File: src/rtl/if_stage.sv
// Instruction-fetch stage: next-PC generation, inst SRAM request,
// FS register and a one-entry hold buffer for decode stalls.
//
// Ports:
//   clk, reset (async, active-low)
//   ds_allowin      : decode can take an instruction this cycle
//   br_bus          : {br_taken, br_target[31:0]} from decode
//   fs_to_ds_valid  : FS holds a valid instruction for decode
//   fs_to_ds_bus    : {fs_pc[31:0], fs_inst[31:0]}
//   inst_sram_*     : instruction SRAM port, rdata one cycle after en

module if_stage #(
    parameter logic [31:0] RESET_PC = 32'hBFC0_0000
) (
    input  logic        clk,
    input  logic        reset,
    input  logic        ds_allowin,
    input  logic [32:0] br_bus,
    output logic        fs_to_ds_valid,
    output logic [63:0] fs_to_ds_bus,
    output logic        inst_sram_en,
    output logic [3:0]  inst_sram_wen,
    output logic [31:0] inst_sram_addr,
    output logic [31:0] inst_sram_wdata,
    input  logic [31:0] inst_sram_rdata
);

    logic        br_taken;
    logic [31:0] br_target;

    logic        to_fs_valid;
    logic        fs_valid;
    logic        fs_ready_go;
    logic        fs_allowin;
    logic [31:0] fs_pc;
    logic [31:0] fs_inst;
    logic [31:0] seq_pc;
    logic [31:0] nextpc;

    logic        rdata_fresh;
    logic        inst_buf_valid;
    logic [31:0] inst_buf;
    logic        buf_load;

    assign {br_taken, br_target} = br_bus;

    assign seq_pc = fs_pc + 32'd4;
    assign nextpc = br_taken ? br_target : seq_pc;

    assign fs_ready_go = 1'b1;
    assign fs_allowin  = ~fs_valid | (fs_ready_go & ds_allowin);

    assign inst_sram_en    = to_fs_valid & fs_allowin;
    assign inst_sram_wen   = 4'b0;
    assign inst_sram_addr  = nextpc;
    assign inst_sram_wdata = 32'b0;

    assign fs_to_ds_valid = fs_valid & fs_ready_go;

    // SRAM data is only held for one cycle; on the first stall cycle it
    // is captured so the FS bundle stays stable for the rest of the stall.
    assign buf_load = fs_valid & rdata_fresh
                    & ~ds_allowin & ~inst_buf_valid;

    assign fs_inst      = inst_buf_valid ? inst_buf : inst_sram_rdata;
    assign fs_to_ds_bus = {fs_pc, fs_inst};

    // Pre-IF valid: rises on the first edge after reset release.
    always_ff @(posedge clk or negedge reset) begin
        if (!reset) begin
            to_fs_valid <= 1'b0;
        end else begin
            to_fs_valid <= 1'b1;
        end
    end

    always_ff @(posedge clk or negedge reset) begin
        if (!reset) begin
            fs_valid <= 1'b0;
            fs_pc    <= RESET_PC - 32'd4;
        end else if (inst_sram_en) begin
            fs_valid <= 1'b1;
            fs_pc    <= nextpc;
        end else if (fs_allowin) begin
            fs_valid <= 1'b0;
        end
    end

    always_ff @(posedge clk or negedge reset) begin
        if (!reset) begin
            rdata_fresh <= 1'b0;
        end else begin
            rdata_fresh <= inst_sram_en;
        end
    end

    always_ff @(posedge clk or negedge reset) begin
        if (!reset) begin
            inst_buf_valid <= 1'b0;
            inst_buf       <= 32'b0;
        end else if (inst_sram_en) begin
            inst_buf_valid <= 1'b0;
        end else if (buf_load) begin
            inst_buf_valid <= 1'b1;
            inst_buf       <= inst_sram_rdata;
        end
    end

endmodule

File: config.mk
export PLATFORM = sky130hd
export DESIGN_NAME = if_stage
export DESIGN_NICKNAME = d
export VERILOG_FILES = /design/src/rtl/if_stage.sv
export SDC_FILE = /design/constraint.sdc
export NUM_CORES = 1
export LEC_CHECK = 0
export ABC_CLOCK_PERIOD_IN_PS = 2330
export CORE_UTILIZATION = 39
export DETAILED_ROUTE_END_ITERATION = 8
export GPL_TIMING_DRIVEN = 1
export PLACE_DENSITY_LB_ADDON = 0.1
export SLEW_MARGIN = 20
export SYNTH_ARGS = -nofsm -noshare
export SYNTH_HDL_FRONTEND = slang
export SYNTH_SLANG_ARGS = --single-unit
File: constraint.sdc
create_clock -name clk -period 2.33 [get_ports clk]
set_input_delay 0.466 -clock clk [delete_from_list [all_inputs] [get_ports clk]]
set_output_delay 0.466 -clock clk [all_outputs]
set_load 0.005 [all_outputs]
# Word-level counts from Yosys, hierarchy flattened
# Index checks and enable logic that the tools add are counted.
# op_classes
reduce_logical	3
bitwise	9
mux	6
add_sub_neg	1
# ops
op	n
32-bit two-way mux	2
32-bit by 3-bit adder with 32-bit output, second input constant	1
1-bit bitwise AND	4
1-bit two-way mux	4
1-bit NOT	4
2-bit nonzero test	2
2-bit AND reduction	1
1-bit bitwise OR	1
# word_totals
word_cells	25
in_bits	68
out_inout_bits	134
reg_bits	68

# Logic depth before layout (Yosys ltp)
# depth
depth_word	5
depth_mapped	7
mapped_depth_nobuf	5

# Least setup slack after synthesis
# No wires, ideal clock.
# synth_timing
path_type	reg2out
startpoint	register fs_pc[14]
endpoint	output inst_sram_addr[27]
path_stages_with_launch	6
arrival_time_ns	1.957
required_ns	1.864
path_slack_ns	-0.093
n_path_buf	1
cell_sequence	dfstp_2 buf_2 nand4_1 or4_1 o211a_1 a221o_1
# synth_between
elab_chain_cells	2
# synth_rtl
item	line	source
start: declaration	35	logic [31:0] fs_pc;
start signal: assignment	80	fs_pc <= RESET_PC - 32'd4;
start signal: assignment	83	fs_pc <= nextpc;
32-bit by 3-bit adder with 32-bit output	47	assign seq_pc = fs_pc + 32'd4;
32-bit two-way mux	48	assign nextpc = br_taken ? br_target : seq_pc;
end: declaration	23	output logic [31:0] inst_sram_addr,
# Every way passes these cells.

# Worst setup path after layout
# layout_timing
startpoint	register fs_pc[5]
endpoint	output inst_sram_addr[13]
# Same word-level chain as after synthesis.

==> results.txt <==
----------------------------------------------------
[Outcome]
  Outcome ... complete, but fails checks
  Violated checks ... negative setup slack

[Synthesis]
  Proportion of netlist area held by the largest area contributor ... 0.211
  Syn Std Cell Area ... 4750 µm²
  Post-Synthesis Cells ... 500
  Xor and xnor fraction of the mapped netlist area ... 0.0166
  Post-synth EDFFs ... 0
  Combinational family with the most area after synthesis ... simple AND/OR/NAND/NOR gates
  Simple-Gate Fraction of Synth Area ... 0.201
  Yosys warns ... 0
  Synthesized-area fraction occupied by adder cells ... 0.00263
  Number of storage elements in the synthesis netlist ... a little under 70
  Share of flip-flops with an asynchronous set or reset after synthesis ... 1.00
  Number of unique standard cell types used by synthesis ... 58
  Fraction of the mapped netlist area in compound gates ... 0.117
  Most instantiated flip-flop cell in the synthesis netlist ... dfrtp_1
  Sequential fraction of the synthesis area ... 0.365
  Mux cell area share after synthesis ... 0.199
  Avg Cell Area, Syn ... 9.51 µm²
  Biggest area consumer among synthesized cells ... dfrtp_1
  Biggest area contributors in the synthesized netlist ... dfrtp_1, mux2_2, dfstp_2

[Timing]
  Fin Hold WS ... 146 ps
  Slew Viols, Final ... 0
  Setup TNS ... -6450 ps
  Period utilisation layout ... 1.19
  Worst clock skew ... about 14 ps
  Slew @ Worst Pin ... 608 ps
  Highest attainable clock frequency ... 361 MHz
  Worst slew margin relative to its limit ... 0.594
  Count of endpoints failing hold in the final timing report ... 0
  Endpoints failing setup ... 25
  Minimum clock period ... 2770 ps
  Setup repair after global routing missed its margin ... yes
  Final critical-path setup slack ... -439 ps

[Layout]
  Antenna diode instance count ... 0
  Layout overhead on the synthesized area ... 74.4%
  Filler cells ... 865
  Total Nets Final ... 867
  Util after Layout ... 0.711
  Layout cells sized above 1 ... 0.457
  Storage cell area ... 1740 µm²
  Summed area of non-filler cells in the final layout ... 8290 µm²
  Area of the multi-input gates ... 3060 µm²

[Worst setup path]
  Series of cell instances along the critical path ... nand4_4, buf_6, or4_4, xnor2_2, mux2_4, buf_6
  Cell seen most often among critical-path stages ... buf_6
  Launching point of the worst reg2reg path ... fs_pc[9]
  Register-to-register setup slack ... 110 ps
  Kind of capture point of the worst setup path ... primary output
  Count of buffer and inverter cells on the critical path ... 2
  Depth of the worst register-to-register path ... 12
  Critical-path maximum fanout ... 5
  Startpoint Class ... flip-flop
  Critical-path top delay cell ... dfstp_2
  Arrival time of the worst setup path ... 2300 ps
  Maximum single-stage delay on the critical path ... 560 ps
  Worst r2r dst ... fs_pc[20]
  Req. time, crit path ... 1860 ps
  Launching element of the worst setup path ... fs_pc[5]
  Critical Setup Path Class ... flip-flop to primary output
  Kind of cell adding the most delay to the critical path ... simple AND/OR/NAND/NOR gates

[Power and ir drop]
  Leakage power summed over all cells ... 3.58 nW
  Portion of total power attributed to combinational logic ... 0.435
  Peak supply drop ... 0.471 mV
  Tot Pwr ... 5.86 mW
  Switching component of the power ... approximately 1.8 mW
  Internal power ... 4.09 mW
  Sw Share ... 0.303
  Proportion of power drawn by flip-flops and latches ... 0.297
  Power density normalized to cell area ... 708 nW/µm²
  Power share of the clock group ... 0.268

[Die]
  Placeable Area ... 11,700 µm²
  Number of rows in the core area ... 39
  Effective utilization at floorplan ... 0.408
  Die Outline Area ... 12,600 µm²
  Boundary Pins ... about 200
  Die Span X ... 112 µm
  Vertical die dimension ... about 110 µm

[Placed design]
  I/O Buffers ... 165
  HPWL Detailed ... 11,300 µm
  Final RePlAce weighted congestion ... 0.886
  Post-placement cell area ... 7200 µm²

[Global routing]
  Via count of the first global-routing pass ... 5,182
  Total routing resource utilization after global routing ... 0.256
  Pin count of the biggest net entering global routing ... 33
  GR Overflow Total ... 0
  Initial antenna violation count ... 0
  Global-route wire length before repair ... 25,900 µm

[Clock tree]
  Insertion delay to the later sink of the worst-skew pair ... between 300 and 400 ps
  Maximum buffer depth of the clock tree ... 2
  Clock-pin slew of the registers on the worst-case setup and hold paths ... 60 ps
  Root buffer cell ... clkbuf_16
  Number of buffers created by CTS ... 9
  CTS sink count ... 68
  Number of H-tree levels ... 3
  TritonCTS clock tree ... done

[Route]
  Number of antenna-violating nets in the routed design ... 0
  DR vias/cell ... between 5 and 6
  Final wirelength ... 16,800 µm
  Detailed-router iteration count before antenna repair ... 7
  Remaining routing DRC violations ... 0
  Initial DRC Count ... 263
  Drt wl/cell ... ~18 µm
  Via Count ... between 5,000 and 6,000

[Job]
  Max-capacitance violation count ... 0

[Worst hold path]
  Worst Hold Class ... primary input to asynchronous set/reset pin

----------------------------------------------------
## cell usage after synthesis (10+ instances only)
| cell | instances |
|---|---|
| nand4_1 | 18 |
| nor3_1 | 14 |
| a31oi_1 | 13 |
| dfrtp_1 | 40 |
| o21ai_0 | 13 |
| nand2_1 | 33 |
| nor2_1 | 24 |
| clkbuf_1 | 20 |
| mux2_2 | 83 |
| inv_1 | 10 |
| buf_4 | 37 |
| nand3_1 | 36 |
| dfstp_2 | 28 |
## how the worst max path moves through the flow
stage,depth (start not counted),to,slack [ps]
floorplan,5,inst_sram_addr[30],-30
global placement,6,inst_sram_addr[30],-510
detailed placement,6,inst_sram_addr[30],-500
CTS,6,inst_sram_addr[22],-440
global route,6,inst_sram_addr[13],-510
finish,6,inst_sram_addr[13],-440
## layout make-up
class / count / area share
Multi-Input combinational cell: 384 / 0.369
Timing Repair Buffer: 324 / 0.354
Sequential cell: 68 / 0.210
Clock buffer: 10 / 0.0276
Tap cell: 143 / 0.0216
Clock inverter: 6 / 0.0136
Inverter: 11 / 0.00498
## cell usage in the layout (no fill, tap or decap), types with 4 or more instances in the layout
| cell | n |
|---|---|
| buf_6 | 34 |
| buf_4 | 120 |
| clkdlybuf4s50_1 | 133 |
| a31oi_1 | 10 |
| a21oi_1 | 7 |
| nand3b_1 | 6 |
| xnor2_1 | 4 |
| a21o_1 | 4 |
| dfstp_2 | 28 |
| buf_12 | 6 |
| nand3_1 | 25 |
| or3_1 | 5 |
| nand3_2 | 8 |
| a221o_1 | 5 |
| nand2_1 | 31 |
| nor3_1 | 8 |
| nor2_1 | 23 |
| a21boi_0 | 5 |
| nor4_4 | 6 |
| dfrtp_1 | 39 |
| nand4_1 | 18 |
| conb_1 | 37 |
| nor3_2 | 5 |
| buf_2 | 25 |
| o21a_1 | 4 |
| mux2_2 | 81 |
| inv_1 | 10 |
| clkbuf_16 | 10 |
| nor2b_1 | 5 |
| o21ai_0 | 8 |
| xnor2_2 | 4 |
## power groups by stage
stage	Sequential [mW]	Combinational, mW	Clock [mW]
6_report	1.74	2.55	1.57
5_1_grt	1.78	2.73	1.65
4_1_cts	1.73	2.39	1.60
3_5_place_dp	1.74	2.19	0
3_3_place_gp	1.72	2.17	0
2_1_floorplan	1.74	0.955	0
## sequential cells by signal, indices dropped and copies added (netlist names)
name / flops
fs_pc: 32
inst_buf: 32
to_fs_valid: 1
inst_buf_valid: 1
rdata_fresh: 1
fs_to_ds_valid: 1
## logic make-up (layout without fill, tap and decap cells)
family,count (synthesis),count (layout)
and+or+nand+nor,175,175
muxes,84,84
buffers and inverters,83,351
AOI/OAI and AO/OA,78,78
DFF,68,68
xor gates and xnor gates,9,9
other,2,37
adders and majority gates,1,1
## timing repair
item	CTS	global route
hold buffers	0	0
endpoints found under the setup margin	29	31
buffers inserted	43	19
resized for setup	174	38
cloned	0	1
pin swaps	43	36
## metal layers
metal | share of wire | GRT usage
met4 | 0.020 | 0.0720
met3 | 0.060 | 0.0540
met5 | 0 | 0
met1 | 0.41 | 0.314
met2 | 0.51 | 0.453
## per-stage QoR
stage / setup slack, ps / std cells
after global placement: -509 / 880
after detailed placement: -505 / 880
after global routing: -510 / 946
after CTS: -440 / 937
after floorplan: -25.5 / 535
final: -439 / 946
No activity file was read; power rests on OpenSTA's default activity.
